File: src/rtl/ram_arbiter_6502.sv
// Shares a single-port RAM between the 6502 core bus (one access per rising
// clk2out edge) and one external req/ack requester, all timed on eclk.
module ram_arbiter_6502 #(
   parameter int AW     = 16,
   parameter int DW     = 8,
   parameter int RD_LAT = 1
) (
   input  logic          eclk,
   input  logic          ereset,
   input  logic          cpu_clk2,
   input  logic [AW-1:0] cpu_ab,
   input  logic [DW-1:0] cpu_db_o,
   input  logic          cpu_rw,
   output logic [DW-1:0] cpu_db_i,
   input  logic          ext_req,
   input  logic          ext_we,
   input  logic [AW-1:0] ext_addr,
   input  logic [DW-1:0] ext_wdata,
   output logic          ext_ack,
   output logic [DW-1:0] ext_rdata,
   output logic [AW-1:0] mem_addr,
   output logic [DW-1:0] mem_wdata,
   output logic          mem_we,
   input  logic [DW-1:0] mem_rdata,
   output logic          cpu_overrun,
   output logic [7:0]    overrun_cnt
);

   localparam logic [2:0] ST_IDLE     = 3'd0;
   localparam logic [2:0] ST_CPU_ACC  = 3'd1;
   localparam logic [2:0] ST_CPU_WAIT = 3'd2;
   localparam logic [2:0] ST_EXT_ACC  = 3'd3;
   localparam logic [2:0] ST_EXT_WAIT = 3'd4;
   localparam logic [2:0] ST_EXT_DONE = 3'd5;

   logic [2:0] state;
   logic [2:0] lat_cnt;
   logic       clk2_q;
   logic       cpu_pend;
   logic       acc_we;
   logic       clk2_edge;
   logic       cpu_grant;
   logic       ext_grant;
   logic       rd_done;

   assign clk2_edge = cpu_clk2 & ~clk2_q;
   assign rd_done   = (lat_cnt == 3'd1);

   // CPU wins any tie; the external port is only sampled from IDLE.
   always_comb begin
      // NOTE: every output of this block gets a default first, so no path can leave one unassigned and infer a latch.
      cpu_grant = 1'b0;
      ext_grant = 1'b0;
      if (state == ST_IDLE) begin
         if (cpu_pend || clk2_edge) cpu_grant = 1'b1;
         else if (ext_req)          ext_grant = 1'b1;
      end
   end

   always_ff @(posedge eclk) begin
      if (ereset) begin
         // NOTE: clk2_q tracks the live input during reset so a clk2 held high is not seen as an edge on release.
         clk2_q      <= cpu_clk2;
         state       <= ST_IDLE;
         lat_cnt     <= 3'd0;
         cpu_pend    <= 1'b0;
         acc_we      <= 1'b0;
         mem_addr    <= '0;
         mem_wdata   <= '0;
         mem_we      <= 1'b0;
         cpu_db_i    <= '0;
         ext_ack     <= 1'b0;
         ext_rdata   <= '0;
         cpu_overrun <= 1'b0;
         overrun_cnt <= 8'd0;
      end else begin
         clk2_q  <= cpu_clk2;
         mem_we  <= 1'b0;
         ext_ack <= 1'b0;

         if (clk2_edge && cpu_pend) begin
            cpu_overrun <= 1'b1;
            if (overrun_cnt != 8'hFF) overrun_cnt <= overrun_cnt + 8'd1;
         end
         // NOTE: the grant below assigns cpu_pend again later in this block; the last nonblocking assignment wins.
         if (clk2_edge) cpu_pend <= 1'b1;

         case (state)
            ST_IDLE: begin
               if (cpu_grant) begin
                  cpu_pend <= 1'b0;
                  mem_addr <= cpu_ab;
                  mem_we   <= ~cpu_rw;
                  acc_we   <= ~cpu_rw;
                  if (!cpu_rw) mem_wdata <= cpu_db_o;
                  state    <= ST_CPU_ACC;
               end else if (ext_grant) begin
                  mem_addr <= ext_addr;
                  mem_we   <= ext_we;
                  acc_we   <= ext_we;
                  if (ext_we) mem_wdata <= ext_wdata;
                  state    <= ST_EXT_ACC;
               end
            end
            ST_CPU_ACC: begin
               if (acc_we) begin
                  state <= ST_IDLE;
               end else begin
                  lat_cnt <= 3'(RD_LAT);
                  state   <= ST_CPU_WAIT;
               end
            end
            ST_CPU_WAIT: begin
               lat_cnt <= lat_cnt - 3'd1;
               if (rd_done) begin
                  cpu_db_i <= mem_rdata;
                  state    <= ST_IDLE;
               end
            end
            ST_EXT_ACC: begin
               if (acc_we) begin
                  ext_ack <= 1'b1;
                  state   <= ST_EXT_DONE;
               end else begin
                  lat_cnt <= 3'(RD_LAT);
                  state   <= ST_EXT_WAIT;
               end
            end
            ST_EXT_WAIT: begin
               lat_cnt <= lat_cnt - 3'd1;
               if (rd_done) begin
                  ext_rdata <= mem_rdata;
                  ext_ack   <= 1'b1;
                  state     <= ST_EXT_DONE;
               end
            end
            ST_EXT_DONE: state <= ST_IDLE;
            default:     state <= ST_IDLE;
         endcase
      end
   end

endmodule

File: config.mk
export PLATFORM = sky130hd
export DESIGN_NAME = ram_arbiter_6502
export DESIGN_NICKNAME = d
export VERILOG_FILES = /design/src/rtl/ram_arbiter_6502.sv
export SDC_FILE = /design/constraint.sdc
export NUM_CORES = 1
export LEC_CHECK = 0
export CAP_MARGIN = 10
export CORE_MARGIN = 2
export CORE_UTILIZATION = 45
export DETAILED_ROUTE_END_ITERATION = 10
export PLACE_DENSITY = 0.88
export SLEW_MARGIN = 20
export SYNTH_ARGS = -nofsm -noshare
export SYNTH_HDL_FRONTEND = slang
export SYNTH_SLANG_ARGS = --single-unit
File: constraint.sdc
create_clock -name eclk -period 2.6 [get_ports eclk]
set_input_delay 0.52 -clock eclk [delete_from_list [all_inputs] [get_ports eclk]]
set_output_delay 0.52 -clock eclk [all_outputs]
set_load 0.01 [all_outputs]
==> run metrics <==
status=completed; HPWL after DPL=4885 um; Worst EP arrival=approximately 2400 ps; cts hold-fix bufs=0; Final setup viols=0; hold slack=458.3 ps; Worst Skew=around 9.3 ps; Worst Hold Class=flop to flop; TritonCTS clock tree=done; number of buffers created by CTS=9; setup bufs post-CTS=0; max-slew violations=0; crit end category=flop; Yosys Warn Count=0; Mapped Cells=286; DRT antenna net count=0; critical path data required time=2830 ps; first-pass GRT wire length=between 10000 and 15000 um; clk slew on worst S/H paths=70 ps; final RePlAce weighted congestion=between 0.7 and 0.8; Peak Freq=468.7 MHz; post-synth cell types=43; clock sink count=60; R2R setup slack=~620 ps; Post-Syn Nets=351; clock root buffer=clkbuf_8; clock latency on the worst-skew pair=340 ps; max-capacitance violation count=0; Worst Hold Depth=2; antenna violations before repair=0; htree depth=3; GRT overflow=0; Core Area=0.005540 mm2; Period Utilization, post-route=0.8206; Worst Hold Launch=cpu_overrun; Initial Utilization=0.4675; Antenna Cells=0; DRT iter0 DRCs=60; Clock Tree Buf Depth=2; layout cell share with drive strength beyond 1=0.09181; # DRC=0; Post-synth ARST share=0; Area Growth Syn to Fin=53.91%; number of synthesized register bits=60; area of the die=~0.0064 mm2; gr usage total=0.2146; Post-Layout Cell Count=475; CTS resizes=0; Area after DPL=0.003772 mm2; vias in the first global route=2393; post-route cell area=0.003986 mm2; total wire length=6665 um; reg2reg start=state[0]; worst vdd ir=0.4515 mV; DR WL/cell=14.03 um; DR pass1 iterations=4; RSZ-0062 raised after global routing=no; Worst Hold End=cpu_overrun; Max FO, Critical Path=8; vias after detailed routing=approximately 2400; Critical R2R Capture=mem_wdata[6]; Setup crit start kind=input pin; vias per inst=roughly 5.2; Hold Fails Final Rpt=0; largest net degree at the start of global routing=34; syn_area_per_cell=between 9 and 10 um2; Net count, final=between 400 and 500; FP Rows=27; Die X=79.87 um; PortBufs=112; placed insts=between 400 and 500; Max-slew headroom=0.5690; Post-synth EDFFs=0; die height=79.87 um; final core occ=0.7195; R2R depth=4; Setup CP Type=input pin to flop; top_reg_cell synth=dfxtp_1; P per Cell Area=832.4 mW/mm2; Post-Syn Area=0.002590 mm2; Slew @ Worst Pin=646.4 ps; Final min period=2134 ps; register area share after synthesis=0.4638; Leakage=1.515 nW; I/O pins=approximately 110
## Yosys cell counts, types with 2 or more instances
cell type | n | share of area
nand2b_1 | 3 | 0.0072
a311oi_1 | 18 | 0.061
inv_1 | 15 | 0.022
a21oi_1 | 7 | 0.014
or4_1 | 2 | 0.0058
mux2i_1 | 17 | 0.066
nor3_1 | 6 | 0.012
nor3b_1 | 4 | 0.012
nand2_1 | 34 | 0.049
o22ai_2 | 8 | 0.039
a211oi_1 | 9 | 0.026
nor2b_1 | 4 | 0.0097
a221oi_1 | 2 | 0.0068
ha_1 | 3 | 0.014
buf_2 | 2 | 0.0039
and4b_1 | 2 | 0.0077
xor2_1 | 2 | 0.0068
o21ai_0 | 2 | 0.0039
nor2_1 | 46 | 0.067
dfxtp_1 | 60 | 0.46
o21ai_1 | 2 | 0.0039
nand3_1 | 4 | 0.0077
xnor2_1 | 2 | 0.0068
buf_6 | 2 | 0.0087
clkbuf_1 | 12 | 0.017
## where the power goes
group / internal (mW) / total [mW] / switching [mW] / leakage (nW)
clock network: 0.496 / 0.878 / 0.382 / 0.102
logic: 0.642 / 1.20 / 0.558 / 0.923
registers: 1.11 / 1.24 / 0.135 / 0.490
## sequential cells by signal, summed over array words and instances, names as in the netlist
| signal | count |
|---|---|
| ext_rdata | 8 |
| cpu_overrun | 1 |
| lat_cnt | 3 |
| ext_ack | 1 |
| cpu_pend | 1 |
| overrun_cnt | 8 |
| state | 3 |
| acc_we | 1 |
| mem_addr | 16 |
| clk2_q | 1 |
| cpu_db_i | 8 |
| mem_we | 1 |
| mem_wdata | 8 |
## routing by layer
| layer | GRT usage | wire, um | vias to the layer above | share of wire |
|---|---|---|---|---|
| met4 | 0.09831 | 144 | 0 | 0.022 |
| met1 | 0.2283 | 2697 | 1131 | 0.40 |
| met5 | 0 | 0 | - | 0 |
| met3 | 0.06561 | 430 | 13 | 0.065 |
| li1 | - | - | 1229 | - |
| met2 | 0.3866 | 3391 | 76 | 0.51 |
## how the worst max path moves through the flow
stage | end | from | cells past startpoint | slack (ps)
after floorplan | mem_wdata[0] | state[1] | 6 | 880
after global placement | mem_addr[10] | cpu_clk2 | 5 | 150
after detailed placement | mem_addr[14] | cpu_clk2 | 5 | -8
after CTS | mem_addr[14] | cpu_clk2 | 5 | 340
after global routing | mem_wdata[2] | cpu_clk2 | 6 | 390
final | mem_wdata[6] | cpu_clk2 | 6 | 470
## per-stage QoR
step | setup TNS, ps | total power, mW | setup slack (ps)
after CTS | 0 | 3.339 | 336.4
final | 0 | 3.318 | 466.4
after floorplan | 0 | 1.933 | 882.6
after global placement | 0 | 2.418 | 153.1
after detailed placement | -8.332 | 2.460 | -8.332
after global routing | 0 | 3.519 | 390.6
## cells in the final DEF (no fill, tap or decap), types with 2 or more instances in the layout
| master | n |
|---|---|
| a211oi_1 | 9 |
| a21oi_1 | 7 |
| a221oi_1 | 2 |
| a311oi_1 | 18 |
| and4b_1 | 2 |
| buf_4 | 6 |
| clkbuf_8 | 11 |
| clkdlybuf4s50_1 | 111 |
| clkinvlp_4 | 2 |
| dfxtp_1 | 60 |
| ha_1 | 3 |
| inv_1 | 15 |
| mux2i_1 | 17 |
| nand2_1 | 34 |
| nand2b_1 | 3 |
| nand3_1 | 4 |
| nor2_1 | 46 |
| nor2b_1 | 4 |
| nor3_1 | 6 |
| nor3b_1 | 4 |
| o21ai_0 | 2 |
| o22ai_2 | 8 |
| or4_1 | 2 |
| xnor2_1 | 2 |
| xor2_1 | 2 |
## final cells by class
cell class                 count  area, um2
fill                         446       1554
multi-input combinational    193       1247
sequential                    60       1201
timing repair buffer         119       1181
clock buffer                  11      151.4
tap                           72      90.09
clock inverter                 5      58.81
inverter                      15      56.30
## kinds of logic after synthesis
logic type	Yosys count	share of synthesized area
buf+inv	33	0.05604
mux	18	0.07005
compound gates	56	0.1807
flops	60	0.4638
xor+xnor	4	0.01353
fa+ha+maj	3	0.01449
simple gates	112	0.2015
## worst max-delay path, stage by stage
cell and delay (ps):
clkdlybuf4s50_1 470, nor2b_1 200, buf_4 150, or4_1 740
o22ai_2 210, a211oi_1 70
Note: power is estimated with default switching activity, not from simulation.
